**src/rtl/safety_jtag_dtm.sv**
```systemverilog
// JTAG debug transport module. It brings the JTAG pins into clk_i, runs the TAP controller,
// and bridges the DMI data register onto a valid/ready request/response port.
module safety_jtag_dtm #(
    parameter logic [31:0] IdCode       = 32'h1000_0db3,
    parameter int          IrLength     = 5,
    parameter int          DmiAddrWidth = 7
) (
    input  logic                    clk_i,
    input  logic                    rst_i,
    input  logic                    jtag_tck_i,
    input  logic                    jtag_tms_i,
    input  logic                    jtag_tdi_i,
    input  logic                    jtag_trst_ni,
    output logic                    jtag_tdo_o,
    output logic                    jtag_tdo_oe_o,
    output logic                    dmi_req_valid_o,
    input  logic                    dmi_req_ready_i,
    output logic [DmiAddrWidth-1:0] dmi_req_addr_o,
    output logic [1:0]              dmi_req_op_o,
    output logic [31:0]             dmi_req_data_o,
    input  logic                    dmi_resp_valid_i,
    output logic                    dmi_resp_ready_o,
    input  logic [31:0]             dmi_resp_data_i,
    input  logic [1:0]              dmi_resp_op_i
);
    localparam int DrWidth = DmiAddrWidth + 34;
    localparam logic [IrLength-1:0] IrIdcode  = IrLength'(5'h01);
    localparam logic [IrLength-1:0] IrDtmcs   = IrLength'(5'h10);
    localparam logic [IrLength-1:0] IrDmi     = IrLength'(5'h11);
    localparam logic [IrLength-1:0] IrCapture = IrLength'(5'h01);

    typedef enum logic [3:0] {
        TEST_LOGIC_RESET, RUN_TEST_IDLE, SELECT_DR, CAPTURE_DR,
        SHIFT_DR, EXIT1_DR, PAUSE_DR, EXIT2_DR,
        UPDATE_DR, SELECT_IR, CAPTURE_IR, SHIFT_IR,
        EXIT1_IR, PAUSE_IR, EXIT2_IR, UPDATE_IR
    } tap_state_e;

    logic [1:0]              tck_sync_r, tms_sync_r, tdi_sync_r, trst_sync_r;
    logic                    tck_prev_r;
    tap_state_e              tap_state_r, tap_next_s;
    logic [IrLength-1:0]     ir_r, ir_shift_r;
    logic [DrWidth-1:0]      dr_shift_r, capture_s, shift_s;
    logic                    tdo_r, tdo_oe_r;
    logic                    req_valid_r, resp_ready_r, outstanding_r;
    logic                    sticky_busy_r, sticky_err_r;
    logic [DmiAddrWidth-1:0] req_addr_r;
    logic [1:0]              req_op_r, dmi_stat_s;
    logic [31:0]             req_data_r, rdata_r, dtmcs_s;
    logic                    tms_s, tdi_s, trst_s, rise_s, fall_s;
    logic                    sel_idcode_s, sel_dtmcs_s, sel_dmi_s;
    logic                    update_s, dmi_update_s, dtmcs_update_s, resp_fire_s;
    logic [1:0]              dr_op_s;

    assign tms_s  = tms_sync_r[1];
    assign tdi_s  = tdi_sync_r[1];
    assign trst_s = trst_sync_r[1];
    assign rise_s = tck_sync_r[1] & ~tck_prev_r;
    assign fall_s = ~tck_sync_r[1] & tck_prev_r;

    assign sel_idcode_s   = (ir_r == IrIdcode);
    assign sel_dtmcs_s    = (ir_r == IrDtmcs);
    assign sel_dmi_s      = (ir_r == IrDmi);
    assign update_s       = rise_s && trst_s && (tap_state_r == UPDATE_DR);
    assign dmi_update_s   = update_s && sel_dmi_s;
    assign dtmcs_update_s = update_s && sel_dtmcs_s;
    assign resp_fire_s    = dmi_resp_valid_i && resp_ready_r;
    assign dr_op_s        = dr_shift_r[1:0];

    assign dmi_stat_s = (outstanding_r || sticky_busy_r) ? 2'd3 : (sticky_err_r ? 2'd2 : 2'd0);
    assign dtmcs_s    = {14'b0, 1'b0, 1'b0, 1'b0, 3'd1, dmi_stat_s, 6'(DmiAddrWidth), 4'd1};

    assign jtag_tdo_o       = tdo_r;
    assign jtag_tdo_oe_o    = tdo_oe_r;
    assign dmi_req_valid_o  = req_valid_r;
    assign dmi_req_addr_o   = req_addr_r;
    assign dmi_req_op_o     = req_op_r;
    assign dmi_req_data_o   = req_data_r;
    assign dmi_resp_ready_o = resp_ready_r;

    // Pin synchronizers and TCK edge detection; TRSTn idles deasserted.
    always_ff @(posedge clk_i) begin
        if (rst_i) begin
            tck_sync_r  <= 2'b00;
            tms_sync_r  <= 2'b00;
            tdi_sync_r  <= 2'b00;
            trst_sync_r <= 2'b11;
            tck_prev_r  <= 1'b0;
        end else begin
            tck_sync_r  <= {tck_sync_r[0], jtag_tck_i};
            tms_sync_r  <= {tms_sync_r[0], jtag_tms_i};
            tdi_sync_r  <= {tdi_sync_r[0], jtag_tdi_i};
            trst_sync_r <= {trst_sync_r[0], jtag_trst_ni};
            tck_prev_r  <= tck_sync_r[1];
        end
    end

    // IEEE 1149.1 TAP next-state table.
    always_comb begin
        tap_next_s = tap_state_r;
        case (tap_state_r)
            TEST_LOGIC_RESET: tap_next_s = tms_s ? TEST_LOGIC_RESET : RUN_TEST_IDLE;
            RUN_TEST_IDLE:    tap_next_s = tms_s ? SELECT_DR : RUN_TEST_IDLE;
            SELECT_DR:        tap_next_s = tms_s ? SELECT_IR : CAPTURE_DR;
            CAPTURE_DR:       tap_next_s = tms_s ? EXIT1_DR : SHIFT_DR;
            SHIFT_DR:         tap_next_s = tms_s ? EXIT1_DR : SHIFT_DR;
            EXIT1_DR:         tap_next_s = tms_s ? UPDATE_DR : PAUSE_DR;
            PAUSE_DR:         tap_next_s = tms_s ? EXIT2_DR : PAUSE_DR;
            EXIT2_DR:         tap_next_s = tms_s ? UPDATE_DR : SHIFT_DR;
            UPDATE_DR:        tap_next_s = tms_s ? SELECT_DR : RUN_TEST_IDLE;
            SELECT_IR:        tap_next_s = tms_s ? TEST_LOGIC_RESET : CAPTURE_IR;
            CAPTURE_IR:       tap_next_s = tms_s ? EXIT1_IR : SHIFT_IR;
            SHIFT_IR:         tap_next_s = tms_s ? EXIT1_IR : SHIFT_IR;
            EXIT1_IR:         tap_next_s = tms_s ? UPDATE_IR : PAUSE_IR;
            PAUSE_IR:         tap_next_s = tms_s ? EXIT2_IR : PAUSE_IR;
            EXIT2_IR:         tap_next_s = tms_s ? UPDATE_IR : SHIFT_IR;
            UPDATE_IR:        tap_next_s = tms_s ? SELECT_DR : RUN_TEST_IDLE;
            default:          tap_next_s = TEST_LOGIC_RESET;
        endcase
    end

    // Capture and shift values of the DR selected by the current instruction.
    always_comb begin
        capture_s = '0;
        shift_s   = dr_shift_r;
        if (sel_dmi_s) begin
            capture_s = {req_addr_r, rdata_r, dmi_stat_s};
            shift_s   = {tdi_s, dr_shift_r[DrWidth-1:1]};
        end else if (sel_idcode_s || sel_dtmcs_s) begin
            capture_s = sel_idcode_s ? DrWidth'(IdCode) : DrWidth'(dtmcs_s);
            shift_s[31:0] = {tdi_s, dr_shift_r[31:1]};
        end else begin
            shift_s[0] = tdi_s;
        end
    end

    // TAP controller, IR/DR shift registers and TDO; OE tracks the next state so it is aligned with it.
    always_ff @(posedge clk_i) begin
        if (rst_i) begin
            tap_state_r <= TEST_LOGIC_RESET;
            ir_r        <= IrIdcode;
            ir_shift_r  <= '0;
            dr_shift_r  <= '0;
            tdo_r       <= 1'b0;
            tdo_oe_r    <= 1'b0;
        end else if (!trst_s) begin
            tap_state_r <= TEST_LOGIC_RESET;
            ir_r        <= IrIdcode;
            tdo_oe_r    <= 1'b0;
        end else begin
            if (rise_s) begin
                tap_state_r <= tap_next_s;
                tdo_oe_r    <= (tap_next_s == SHIFT_DR) || (tap_next_s == SHIFT_IR);
                case (tap_state_r)
                    TEST_LOGIC_RESET: ir_r       <= IrIdcode;
                    CAPTURE_IR:       ir_shift_r <= IrCapture;
                    SHIFT_IR:         ir_shift_r <= {tdi_s, ir_shift_r[IrLength-1:1]};
                    UPDATE_IR:        ir_r       <= ir_shift_r;
                    CAPTURE_DR:       dr_shift_r <= capture_s;
                    SHIFT_DR:         dr_shift_r <= shift_s;
                    default:          tdo_oe_r   <= (tap_next_s == SHIFT_DR) || (tap_next_s == SHIFT_IR);
                endcase
            end
            if (fall_s) begin
                tdo_r <= (tap_state_r == SHIFT_IR) ? ir_shift_r[0] : dr_shift_r[0];
            end
        end
    end

    // DMI request/response bridge; a response is retired before a same-cycle update is judged.
    always_ff @(posedge clk_i) begin
        if (rst_i) begin
            req_valid_r   <= 1'b0;
            resp_ready_r  <= 1'b0;
            outstanding_r <= 1'b0;
            sticky_busy_r <= 1'b0;
            sticky_err_r  <= 1'b0;
            req_addr_r    <= '0;
            req_op_r      <= 2'd0;
            req_data_r    <= 32'd0;
            rdata_r       <= 32'd0;
        end else begin
            if (resp_fire_s) begin
                rdata_r       <= dmi_resp_data_i;
                resp_ready_r  <= 1'b0;
                outstanding_r <= 1'b0;
                if (dmi_resp_op_i == 2'd2) begin
                    sticky_err_r <= 1'b1;
                end
            end
            if (req_valid_r && dmi_req_ready_i) begin
                req_valid_r  <= 1'b0;
                resp_ready_r <= 1'b1;
            end
            if (dmi_update_s) begin
                if (outstanding_r && !resp_fire_s) begin
                    sticky_busy_r <= 1'b1;
                end else if ((dr_op_s == 2'd1) || (dr_op_s == 2'd2)) begin
                    req_addr_r    <= dr_shift_r[DrWidth-1:34];
                    req_data_r    <= dr_shift_r[33:2];
                    req_op_r      <= dr_op_s;
                    req_valid_r   <= 1'b1;
                    outstanding_r <= 1'b1;
                end
            end
            if (dtmcs_update_s && (dr_shift_r[16] || dr_shift_r[17])) begin
                sticky_busy_r <= 1'b0;
                sticky_err_r  <= 1'b0;
            end
            if (dtmcs_update_s && dr_shift_r[17]) begin
                outstanding_r <= 1'b0;
                req_valid_r   <= 1'b0;
                resp_ready_r  <= 1'b0;
            end
        end
    end
endmodule
```
**config.mk**
```make
export PLATFORM = sky130hd
export DESIGN_NAME = safety_jtag_dtm
export DESIGN_NICKNAME = d
export VERILOG_FILES = /design/src/rtl/safety_jtag_dtm.sv
export SDC_FILE = /design/constraint.sdc
export NUM_CORES = 1
export LEC_CHECK = 0
export BUFFER_PORTS_ARGS = -buffer_cell sky130_fd_sc_hd__buf_2
export CAP_MARGIN = 20
export CORE_UTILIZATION = 45
export DETAILED_ROUTE_END_ITERATION = 8
export PLACE_DENSITY = 0.65
export SETUP_SLACK_MARGIN = 0.1
export SYNTH_ARGS = -nofsm -noshare
export SYNTH_HDL_FRONTEND = slang
export SYNTH_SLANG_ARGS = --single-unit
```
**constraint.sdc**
```tcl
create_clock -name clk_i -period 2.35 [get_ports clk_i]
set_input_delay 0.1175 -clock clk_i [delete_from_list [all_inputs] [get_ports clk_i]]
set_output_delay 0.1175 -clock clk_i [all_outputs]
set_load 0.01 [all_outputs]
```
==> impl_metrics.csv <==
group,metric,value,unit
drt,wire_per_inst,15.1,µm
worst_setup_path,cp_data_arrival_time,2.35,ns
worst_setup_path,required,2.70,ns
clock_tree,cts-htree-levels,4,
drt,wl,15.0,mm
sta,fin_crit_sh,0.854,
clock_tree,cts_tree,"done",
yosys,ys.warnings.count,0,
yosys,synth_edf_count,0,
yosys,synth.largest_area_cell,"dfxtp_1",
sta,finalHoldViolCount,0,
clock_tree,cts_setup_buffers,0,
yosys,synth-simple-area-share,0.240,
sta,rsz0062_at_grt,"no",
worst_setup_path,cp_max_fo,28,
yosys,synthesis.nets,751,
global_route,grt_pass1_vias,4987,
worst_setup_path,startpoint,"tap_state_r[0]$_SDFFE_PP0P_",
finish,final_cell_mix,"nand2_1, dfxtp_1, a21oi_1, buf_2, nor2_1",
yosys,synth_xor_area_frac,0.00151,
placement,dp_cells,929,
global_route,overflow,0,
sta,skew,0.00967,ns
floorplanning,die_h,116,µm
yosys,async_reset_ff_frac,0,
yosys,synth.area.top_cells,"dfxtp_1, nand2_1, a21oi_1, nor2_1, nor3_1",
sta,holdWs,0.0326,ns
yosys,synth_area,5820,µm²
yosys,yosysUniqueCellTypes,52,
yosys,synthMuxAreaShare,0.00710,
clock_tree,cts.sinks,144,
finish,fin_util,0.577,
worst_setup_path,crit_path_end_kind,"flop",
yosys,ys_ff_latch,144,
finish,synthToLayoutAreaGrowth,25.2,%
yosys,ys_seq_area_frac,0.496,
run,cap_violations,0,
sta,drv_slew,0,
finish,fillers,1172,
power,powerDensity,693,nW/µm²
drt,drtAntennaViolNets,0,
finish,fin_nets,856,
worst_setup_path,path_delay_family,"simple AND/OR/NAND/NOR gates",
finish,final_common_cell,"nand2_1",
global_route,grt_max_degree,73,
drt,drc,0,
worst_setup_path,reg2reg_from,"tap_state_r[0]$_SDFFE_PP0P_",
finish,final_cells,996,
power,p_leak,0.00273,µW
yosys,synthAdderAreaFrac,0,
sta,tns,0,ns
sta,worst_pin_slew,0.632,ns
worst_setup_path,start_kind,"flop",
floorplanning,ios,87,
worst_setup_path,slowest_delay,0.40,ns
status,status,"finished clean",
worst_hold_path,worstHoldPathType,"input port to flop",
global_route,gr-usage-all-layers,0.238,
finish,drive_gt1_frac,0.192,
yosys,yosys_most_used_dff,"dfxtp_1",
drt,first_iter_violations,457,
power,power,5040,µW
placement,portBuffers,86,
clock_tree,worstSkewPairLatency,0.43,ns
clock_tree,path_clk_slew,0.06,ns
yosys,yosys.area.top_type_share,0.496,
yosys,synth_top_family_by_area,"simple AND/OR/NAND/NOR gates",
clock_tree,numCtsBuffers,17,
sta,setup_viol,0,
floorplanning,die_w,116,µm
sta,fmax,499,MHz
global_route,antenna_found_initial,0,
placement,dp_hpwl,9.63,mm
floorplanning,core,12600,µm²
drt,viasPerCell,5.42,
global_route,grt_pass1_wl,24.6,mm
worst_setup_path,path_class,"flop to flop",
worst_hold_path,hold_start,"dmi_resp_op_i[0]",
floorplanning,core.rowCount,41,
sta,fin_crit,2.01,ns
power,ir_drop,0.465,mV
yosys,synth_compound_area_frac,0.208,
worst_setup_path,cp_cell_sequence,"nor2_2 > nand3_2 > a2111oi_4 > buf_4 > nand2_1 > a21oi_1",
drt,dr_total_vias,5394,
yosys,syn_area_per_cell,8.20,µm²
floorplanning,dieArea,13400,µm²
clock_tree,cts_root_buffer,"clkbuf_16",
yosys,synth_cells,709,
drt,drt_pass1_iterations,6,
clock_tree,cts_max_path_buffers,2,
sta,relSlewSlack,0.579,
worst_setup_path,crit_buf_inv,1,
floorplanning,initial_core_util,0.461,
worst_setup_path,critical-path-slowest-cell,"dfxtp_2",
placement,gp_congestion,0.842,
finish,n_antenna_cell,0,
[what timing repair did]
action,CTS,global route
endpoints found under the hold margin,39,0
resized for setup,0,2
setup endpoints to repair,0,14
hold buffers,38,0
[cells in the mapped netlist, types with 2 or more instances]
cell type,instances
a221oi_1,19
dfxtp_1,144
a21oi_2,2
nor2_1,69
nand2b_1,4
buf_6,2
a32oi_1,2
o22ai_1,2
a211oi_1,15
nand3_1,4
o211ai_1,2
nor4_1,2
mux2i_1,3
clkbuf_1,42
and2_1,4
nand4_1,2
inv_2,2
a22oi_1,9
or3_1,4
buf_2,13
a21oi_1,89
a221oi_2,10
nor3_1,46
nand2_1,158
a31oi_1,3
and3_1,3
or2_2,3
inv_1,8
a21o_1,4
nor2b_1,11
o21ai_0,7
[state kept, by name (all words and copies together) (netlist names), 2 cells and up]
register        count
dmi_req_op_o        2
dmi_req_addr_o      7
dr_shift_r         41
tck_sync_r          2
ir_r                5
tdi_sync_r          2
tap_state_r         4
rdata_r            32
tms_sync_r          2
dmi_req_data_o     32
ir_shift_r          5
trst_sync_r         2
[power by group]
group | total (µW) | switching, µW | internal (µW)
logic | 160 | 75.6 | 84.8
clock network | 2420 | 964 | 1460
registers | 2460 | 9.25 | 2450
[final cells by class]
cell class,instances,area [µm²],share of cell area
tap,172,215,0.0296
clock inverter,6,62.6,0.00859
clock buffer,23,458,0.0629
timing repair buffer,143,968,0.133
sequential,144,2890,0.396
multi-input combinational,498,2650,0.364
inverter,10,37.5,0.00516
[path summary, 6_finish.rpt]
path | cells past startpoint | slack, ns | to
setup reg to reg | 6 | 0.34 | dmi_req_data_o[19]$_SDFFE_PP0P_
hold / removal | 4 | 0.03 | sticky_err_r$_SDFFE_PP0P_
hold reg to reg | 1 | 0.43 | trst_sync_r[1]$_SDFF_PP1_
setup / recovery | 6 | 0.34 | dmi_req_data_o[19]$_SDFFE_PP0P_
[stage by stage]
| step | worst slack (ns) | cell area (µm²) |
|---|---|---|
| 3_5_place_dp | 0.241 | 6380 |
| 4_1_cts | 0.201 | 7280 |
| 6_report | 0.344 | 7280 |
| 5_1_grt | 0.206 | 7280 |
| 3_3_place_gp | 0.302 | 6380 |
| 2_1_floorplan | 0.592 | 5820 |
[worst reg2reg max path, cell delays in order (launching register included)]
cell and delay (ns):
dfxtp_2 0.40, nor2_2 0.28, nand3_2 0.20, a2111oi_4 0.40, buf_4 0.37, nand2_1 0.11, a21oi_1 0.17
[logic make-up (layout without fill, tap and decap cells)]
| logic type | count (synthesis) | in the layout |
|---|---|---|
| flip-flops | 144 | 144 |
| XOR/XNOR | 1 | 1 |
| multiplexers | 4 | 4 |
| buffers and inverters | 67 | 182 |
| AND/OR/NAND/NOR | 318 | 318 |
| AO/OA/AOI/OAI | 175 | 175 |
[per-layer routing]
layer / GRT usage / vias up / part of all wire
met5: 0 / - / 0
met4: 0.0983 / 0 / 0.018
met3: 0.0554 / 22 / 0.053
met1: 0.299 / 2538 / 0.45
li1: - / 2674 / -
met2: 0.394 / 160 / 0.48
(Power assumes the default switching activity.)
